==> src/rtl/filter_cmd_rx.sv <==
// filter_cmd_rx: 8N1 UART receiver that turns framed bytes into filter
// command codes for the pixel filter stage.
// Optional build macro: CMD_RANGE_CHECK_EN -- when defined, only ASCII
// '0'..'8' (8'h30..8'h38) are accepted as commands; other framed bytes
// still pulse byte_valid but leave oper untouched.
module filter_cmd_rx #(
  parameter int unsigned CLK_HZ = 100000000,
  parameter int unsigned BAUD   = 115200
) (
  input  logic       clk,
  input  logic       rst_n,
  input  logic       rxd,
  output logic [7:0] oper,
  output logic [7:0] rx_byte,
  output logic       byte_valid,
  output logic       cmd_update,
  output logic       frame_err,
  output logic       busy
);

  localparam int unsigned DIV  = CLK_HZ / BAUD;
  localparam int unsigned HALF = DIV / 2;
  localparam int unsigned TW   = (DIV > 2) ? $clog2(DIV) : 1;

  localparam logic [TW-1:0] HALF_M1 = TW'(HALF - 1);
  localparam logic [TW-1:0] DIV_M1  = TW'(DIV - 1);

  typedef enum logic [2:0] {
    IDLE,
    START,
    DATA,
    STOP,
    BREAK
  } state_t;

  state_t        state;
  logic [1:0]    sync;
  logic          rxd_s;
  logic          rxd_prev;
  logic [TW-1:0] timer;
  logic [2:0]    bit_cnt;
  logic [7:0]    shreg;
  logic          cmd_ok;

  assign rxd_s = sync[1];

`ifdef CMD_RANGE_CHECK_EN
  assign cmd_ok = (shreg >= 8'h30) && (shreg <= 8'h38);
`else
  assign cmd_ok = 1'b1;
`endif

  // Two-flop synchronizer plus one delayed copy for falling-edge detection
  always_ff @(posedge clk or negedge rst_n) begin
    if (!rst_n) begin
      sync     <= '1;
      rxd_prev <= 1'b1;
    end else begin
      sync     <= {sync[0], rxd};
      rxd_prev <= rxd_s;
    end
  end

  // Receive FSM with registered pulses, byte capture and command register
  always_ff @(posedge clk or negedge rst_n) begin
    if (!rst_n) begin
      state      <= IDLE;
      timer      <= '0;
      bit_cnt    <= '0;
      shreg      <= '0;
      oper       <= 8'h30;
      rx_byte    <= '0;
      byte_valid <= 1'b0;
      cmd_update <= 1'b0;
      frame_err  <= 1'b0;
      busy       <= 1'b0;
    end else begin
      byte_valid <= 1'b0;
      cmd_update <= 1'b0;
      frame_err  <= 1'b0;
      case (state)
        IDLE: begin
          if (rxd_prev && !rxd_s) begin
            state <= START;
            timer <= '0;
            busy  <= 1'b1;
          end
        end
        START: begin
          if (timer == HALF_M1) begin
            timer <= '0;
            if (!rxd_s) begin
              state   <= DATA;
              bit_cnt <= '0;
            end else begin
              state <= IDLE;
              busy  <= 1'b0;
            end
          end else begin
            timer <= timer + 1'b1;
          end
        end
        DATA: begin
          if (timer == DIV_M1) begin
            timer <= '0;
            shreg <= {rxd_s, shreg[7:1]};
            // Counter parks at 7 instead of wrapping; STOP needs no index.
            if (bit_cnt == 3'd7) begin
              state <= STOP;
            end else begin
              bit_cnt <= bit_cnt + 1'b1;
            end
          end else begin
            timer <= timer + 1'b1;
          end
        end
        STOP: begin
          if (timer == DIV_M1) begin
            timer <= '0;
            if (rxd_s) begin
              byte_valid <= 1'b1;
              rx_byte    <= shreg;
              if (cmd_ok) begin
                oper       <= shreg;
                cmd_update <= (shreg != oper);
              end
              state <= IDLE;
              busy  <= 1'b0;
            end else begin
              frame_err <= 1'b1;
              state     <= BREAK;
            end
          end else begin
            timer <= timer + 1'b1;
          end
        end
        BREAK: begin
          if (rxd_s) begin
            state <= IDLE;
            busy  <= 1'b0;
          end
        end
        default: begin
          state <= IDLE;
          busy  <= 1'b0;
        end
      endcase
    end
  end

endmodule

==> config.mk <==
export PLATFORM = sky130hd
export DESIGN_NAME = filter_cmd_rx
export DESIGN_NICKNAME = d
export VERILOG_FILES = /design/src/rtl/filter_cmd_rx.sv
export SDC_FILE = /design/constraint.sdc
export NUM_CORES = 1
export LEC_CHECK = 0
export BUFFER_PORTS_ARGS = -buffer_cell sky130_fd_sc_hd__buf_2
export CAP_MARGIN = 20
export CORE_UTILIZATION = 57
export CTS_BUF_LIST = sky130_fd_sc_hd__clkbuf_8 sky130_fd_sc_hd__clkbuf_16
export DETAILED_ROUTE_END_ITERATION = 10
export PLACE_DENSITY = 0.78
export SLEW_MARGIN = 0
export SYNTH_ARGS = -nofsm -noshare
export SYNTH_HDL_FRONTEND = slang
export SYNTH_SLANG_ARGS = --single-unit
==> constraint.sdc <==
create_clock -name clk -period 2.2 [get_ports clk]
set_input_delay 0.66 -clock clk [delete_from_list [all_inputs] [get_ports clk]]
set_output_delay 0.66 -clock clk [all_outputs]
set_load 0.05 [all_outputs]
* Word level (Yosys, flattened, before mapping)
Index checks and enable logic that the tools add are counted.
Widths: inputs -> output; s select.
** Storage, ports and cells
- Register bits after elaboration :: 47
- Bits of input ports :: 3
- Output and inout bits :: 20
** Operators by class
- Add/subtract/negate cells :: 2
- Eq/ne operators :: 16
- Mux-type cells :: 32
- Bitwise gates (word level) :: 1
- Reductions and logical operators :: 12
** Operators with widths (number)
- $mux 3 :: 11
- $mux 10 :: 3
- $pmux 10 s3 :: 1
- $ne 2x2->1 const B :: 8
- $pmux 3 s5 :: 1
- $mux 1 :: 13
- $add 10x1->10 const B :: 1
- $eq 10x10->1 const B :: 1
- $eq 10x9->1 const B :: 1
- $ne 8x8->1 :: 1
- $eq 3x2->1 const B :: 2
- $eq 3x3->1 const B :: 2
- $pmux 3 s2 :: 1
- $reduce_and 6->1 :: 1
- $pmux 1 s5 :: 1
- $reduce_and 5->1 :: 1
- $reduce_and 2->1 :: 2
- $reduce_and 4->1 :: 1
- $add 3x1->3 const B :: 1
- $eq 3x1->1 const B :: 1
- $logic_not 3->1 :: 1
- $reduce_and 3->1 :: 1
- $reduce_bool 3->1 :: 1
- $mux 2 :: 1
- other kinds (5) :: 5

* Logic depth before layout (Yosys ltp)
- Depth after elaboration :: 4
- Gate-level depth with buffers :: 6
- Depth with buffers taken out :: 6

* Worst setup path after synthesis
Ideal clock, no wire load.
- Path type :: register to register
- Start point :: register state[2]
- End point :: register bit_cnt[0]
- Setup time :: 0.125 ns
- Arrival time :: 1.922 ns
- Required time :: 2.075 ns
- Setup slack :: 0.153 ns
- Stages on the path, launching flop included :: 6
- Cell sequence :: dfrtp_1 > buf_6 > or3b_4 > or4b_4 > a211o_1 > mux2_4
** Between the ends
- Longest elaborated chain between the ends :: 3
- Elaborated cells between the ends (all ways) :: 9
- Those cells by class :: eq/ne (6); mux (1); reduce/logical (2)
** Ends and longest elaborated chain
- start: declaration :: RTL line 36 : state_t state;
- start signal: assignment :: RTL line 67 : state <= IDLE;
- start signal: assignment :: RTL line 84 : state <= START;
- start signal: assignment :: RTL line 93 : state <= DATA;
- $eq 3x2->1 or $eq 3x1->1 (tied branches) :: RTL line 81 : case (state)
- $ne 2x2->1 (no source line) or $reduce_bool 2->1 (tied branches)
- $reduce_and 5->1 (no source line)
- end signal: assignment :: RTL line 111 : bit_cnt <= bit_cnt + 1'b1;
- end: declaration :: RTL line 41 : logic [2:0] bit_cnt;
Several ways; a longest one is shown, not always the timed one.
A chain may end at the register's enable or synchronous reset.

* Final worst setup path
- Start point :: register timer[0]
- End point :: register rx_byte[4]
** Between the ends
- Longest elaborated chain between the ends :: 2
** Ends and longest elaborated chain
- start: declaration :: RTL line 40 : logic [TW-1:0] timer;
- start signal: assignment :: RTL line 100 : timer <= timer + 1'b1;
- start signal: assignment :: RTL line 114 : timer <= timer + 1'b1;
- start signal: assignment :: RTL line 134 : timer <= timer + 1'b1;
- $eq 10x10->1 :: RTL line 118 : if (timer == DIV_M1) begin
- $reduce_and 3->1 (no source line)
- end signal: assignment :: RTL line 122 : rx_byte <= shreg;
- end: declaration :: RTL line 14 : output logic [7:0] rx_byte,
No other way between the ends.

==> impl_metrics.toml <==
[detailed_routing]
dr_wl_met2_um = 1760
routed_wl_um = 3880
firstDrtPassIters = 4
vias = 1486
vias_per_cell = 5.90
drt_iter0_drc = 128
route.detailed.drc = 0
dr_wl_met3_um = 257
wl_met1_um = 1790
top_layer = "met4"
ant_nets = 0
post_drt_wl_per_cell_um = 15.4

[pwr]
power_frac_seq = 0.520
share_comb_of_total_power = 0.074
sw_frac_of_total = 0.230
power_density_mw_per_mm2 = 663
clkPwrFrac = 0.406
p_leak_nw = 1.13
ir_worst_vdd_mv = 0.496
p_switching_mw = 0.354
intPower_mw = 1.19

[sta]
fin_crit_ns = 2.07
rsz0062_at_grt = "no"
setup_violations = 0
finalCritPeriodShare = 0.941
relSlewSlack = 0.707
skew_ns = 0.00896
tns_ns = 0
slew_violations = 0
max_freq_ghz = 0.483
max_slew.worst_pin.slew_ns = 0.440
hold_violations = 0

[yosys]
syn_area_mm2 = 0.00205
synth.area.top_cells = "dfrtp_1 44%, mux2_2 9.9%, dfstp_2 6.4%"
ys_seq_elements = 41
synth_warnings = 0
ys.flop_type = "dfrtp_1"
syn-mean-instance-area_um2 = 11.4
yosys.area.top_type = "dfrtp_1"
synth_cells = 180
syn_nets = 187
yosysSeqAreaShare = 0.504
yosysTopAreaCellShare = 0.440
yosysUniqueCellTypes = 47
synth_edf_count = 0
synthArstFlopShare = 1.00

[hold_path]
hold_path.class = "in -> async"

[flow_run]
cap_viol_max_count = 0

[clock_tree]
clockRootBuffer = "clkbuf_8"
ctsLongestPathBuffers = 2
clkSinkCount = 41
clock_latency_ns = 0.29
clkTransAtPathRegs_ns = 0.08
cts_post_setup_buffers_inserted = 0
cts_tree = "yes"
ctsHtreeMaxLevel = 2
cts_buffers = 5

[global_route]
grt_pass1_vias = 1331
grt_max_degree = 20
grt_antenna_before_repair = 0
track_usage = 0.227
grt_overflow_total = 0
grt_pass1_wl_um = 6100

[layout]
fin_nets = 212
layout_commonest_cell = "dfrtp_1"
area_delta_synth_final_pct = 13.6
layout_common_cells = "36 x dfrtp_1, 22 x buf_2, 18 x mux2_2"
diodes = 0
fin_cells = 252
nFillCells = 249
drive_gt1_frac = 0.350

[floorplanning]
start_util = 0.604
dieArea_mm2 = 0.00383
die_y_um = 61.9
core-area_mm2 = 0.00339
io_pins = 23
row_count = 21
chipWidth_um = 61.9

[outcome]
status = "finished clean"

[worst_setup_path]
start_kind = "flip-flop"
path_class = "reg -> reg"
crit_family = "simple AND/OR/NAND/NOR gates"
critical_path_arrival_ns = 2.25
critPathSlowestCell = "dfrtp_1"
required_ns = 2.38
crit_chain = "ha_1 -> and4b_1 -> nand3_2 -> nor4_4 -> buf_6 -> mux2_2"
crit_path_end_kind = "flip-flop"
path_buf_inv = 1
crit_fanout = 10
slowest_delay_ns = 0.41

[placement]
numPortBuffers = 22
dp_hpwl_um = 2810
dp_cells = 244
gp_congestion = 0.988
kinds of logic after synthesis:
group           after synthesis  share of synthesized area
flops                        41                      0.504
simple gates                 51                      0.150
xor+xnor                      9                     0.0385
mux                          20                      0.111
fa+ha+maj                     4                     0.0245
buf+inv                      17                     0.0458
compound gates               38                      0.125
per-stage QoR:
step / power, mW / hold slack [ns] / setup slack [ns] / area, µm² / utilization
floorplan: 0.880 / 0.345 / 0.153 / 2050 / -
global placement: 0.922 / 0.349 / 0.196 / 2200 / 0.648
detailed placement: 0.929 / 0.348 / 0.154 / 2200 / 0.648
CTS: 1.55 / 0.293 / 0.141 / 2320 / 0.683
global route: 1.59 / 0.313 / 0.00470 / 2320 / 0.686
finish: 1.54 / 0.290 / 0.131 / 2320 / 0.686
synthesized netlist by cell type, drive strengths merged (2+ instances only):
library cell,n
a21oi,6
a22o,2
a311oi,2
a31oi,3
and4bb,2
buf,7
clkbuf,4
dfrtp,36
dfstp,5
ha,4
inv,6
mux2,19
nand2,15
nand2b,2
nand3,3
nand4,2
nor2,9
nor3,6
nor4,3
o211ai,4
o21ai,10
o22ai,2
or3,2
or3b,2
xor2,8
sequential cells by signal, indices dropped and copies added (netlist names):
register	flops
shreg	8
timer	10
frame_err	1
bit_cnt	3
byte_valid	1
oper	8
cmd_update	1
sync	2
rx_byte	2
busy	1
state	3
rxd_prev	1
per-layer routing:
metal | track usage | vias up
li1 | - | 698
met1 | 0.318 | 715
met2 | 0.326 | 65
met3 | 0.0518 | 8
met4 | 0.127 | 0
met5 | 0 | -
area by class of cell:
| type | count | area (µm²) | share of cell area |
|---|---|---|---|
| clock inverters | 2 | 37.5 | 0.0161 |
| clock buffers | 6 | 82.6 | 0.0355 |
| multi-input cells | 122 | 926 | 0.398 |
| repair buffers | 29 | 166 | 0.0716 |
| inverters | 6 | 22.5 | 0.00969 |
| flip-flops and latches | 41 | 1030 | 0.444 |
| well taps | 46 | 57.6 | 0.0248 |
repair_timing:
action / CTS / global route
hold buffers: 0 / 0
gates resized for setup: 0 / 2
endpoints found under the setup margin: 0 / 11
hold endpoints to repair: 0 / 0
power groups by stage:
| stage | logic (mW) | clock network, mW | registers (mW) |
|---|---|---|---|
| floorplan | 0.0621 | 0 | 0.818 |
| global route | 0.130 | 0.658 | 0.806 |
| CTS | 0.115 | 0.636 | 0.801 |
| finish | 0.114 | 0.626 | 0.801 |
| detailed placement | 0.114 | 0 | 0.815 |
| global placement | 0.109 | 0 | 0.813 |
final timing paths:
| kind | from | end | slack, ns | cells past startpoint |
|---|---|---|---|---|
| max | timer[0] | rx_byte[4] | 0.13 | 6 |
| min | rst_n | oper[1] | 0.29 | 1 |
| max reg2reg | timer[0] | rx_byte[4] | 0.13 | 6 |
| min reg2reg | sync[0] | sync[1] | 0.36 | 0 |
| max in group asynchronous | rst_n | sync[1] | 1.31 | 2 |
| min in group clk | sync[0] | sync[1] | 0.36 | 0 |
(Power assumes the default switching activity.)
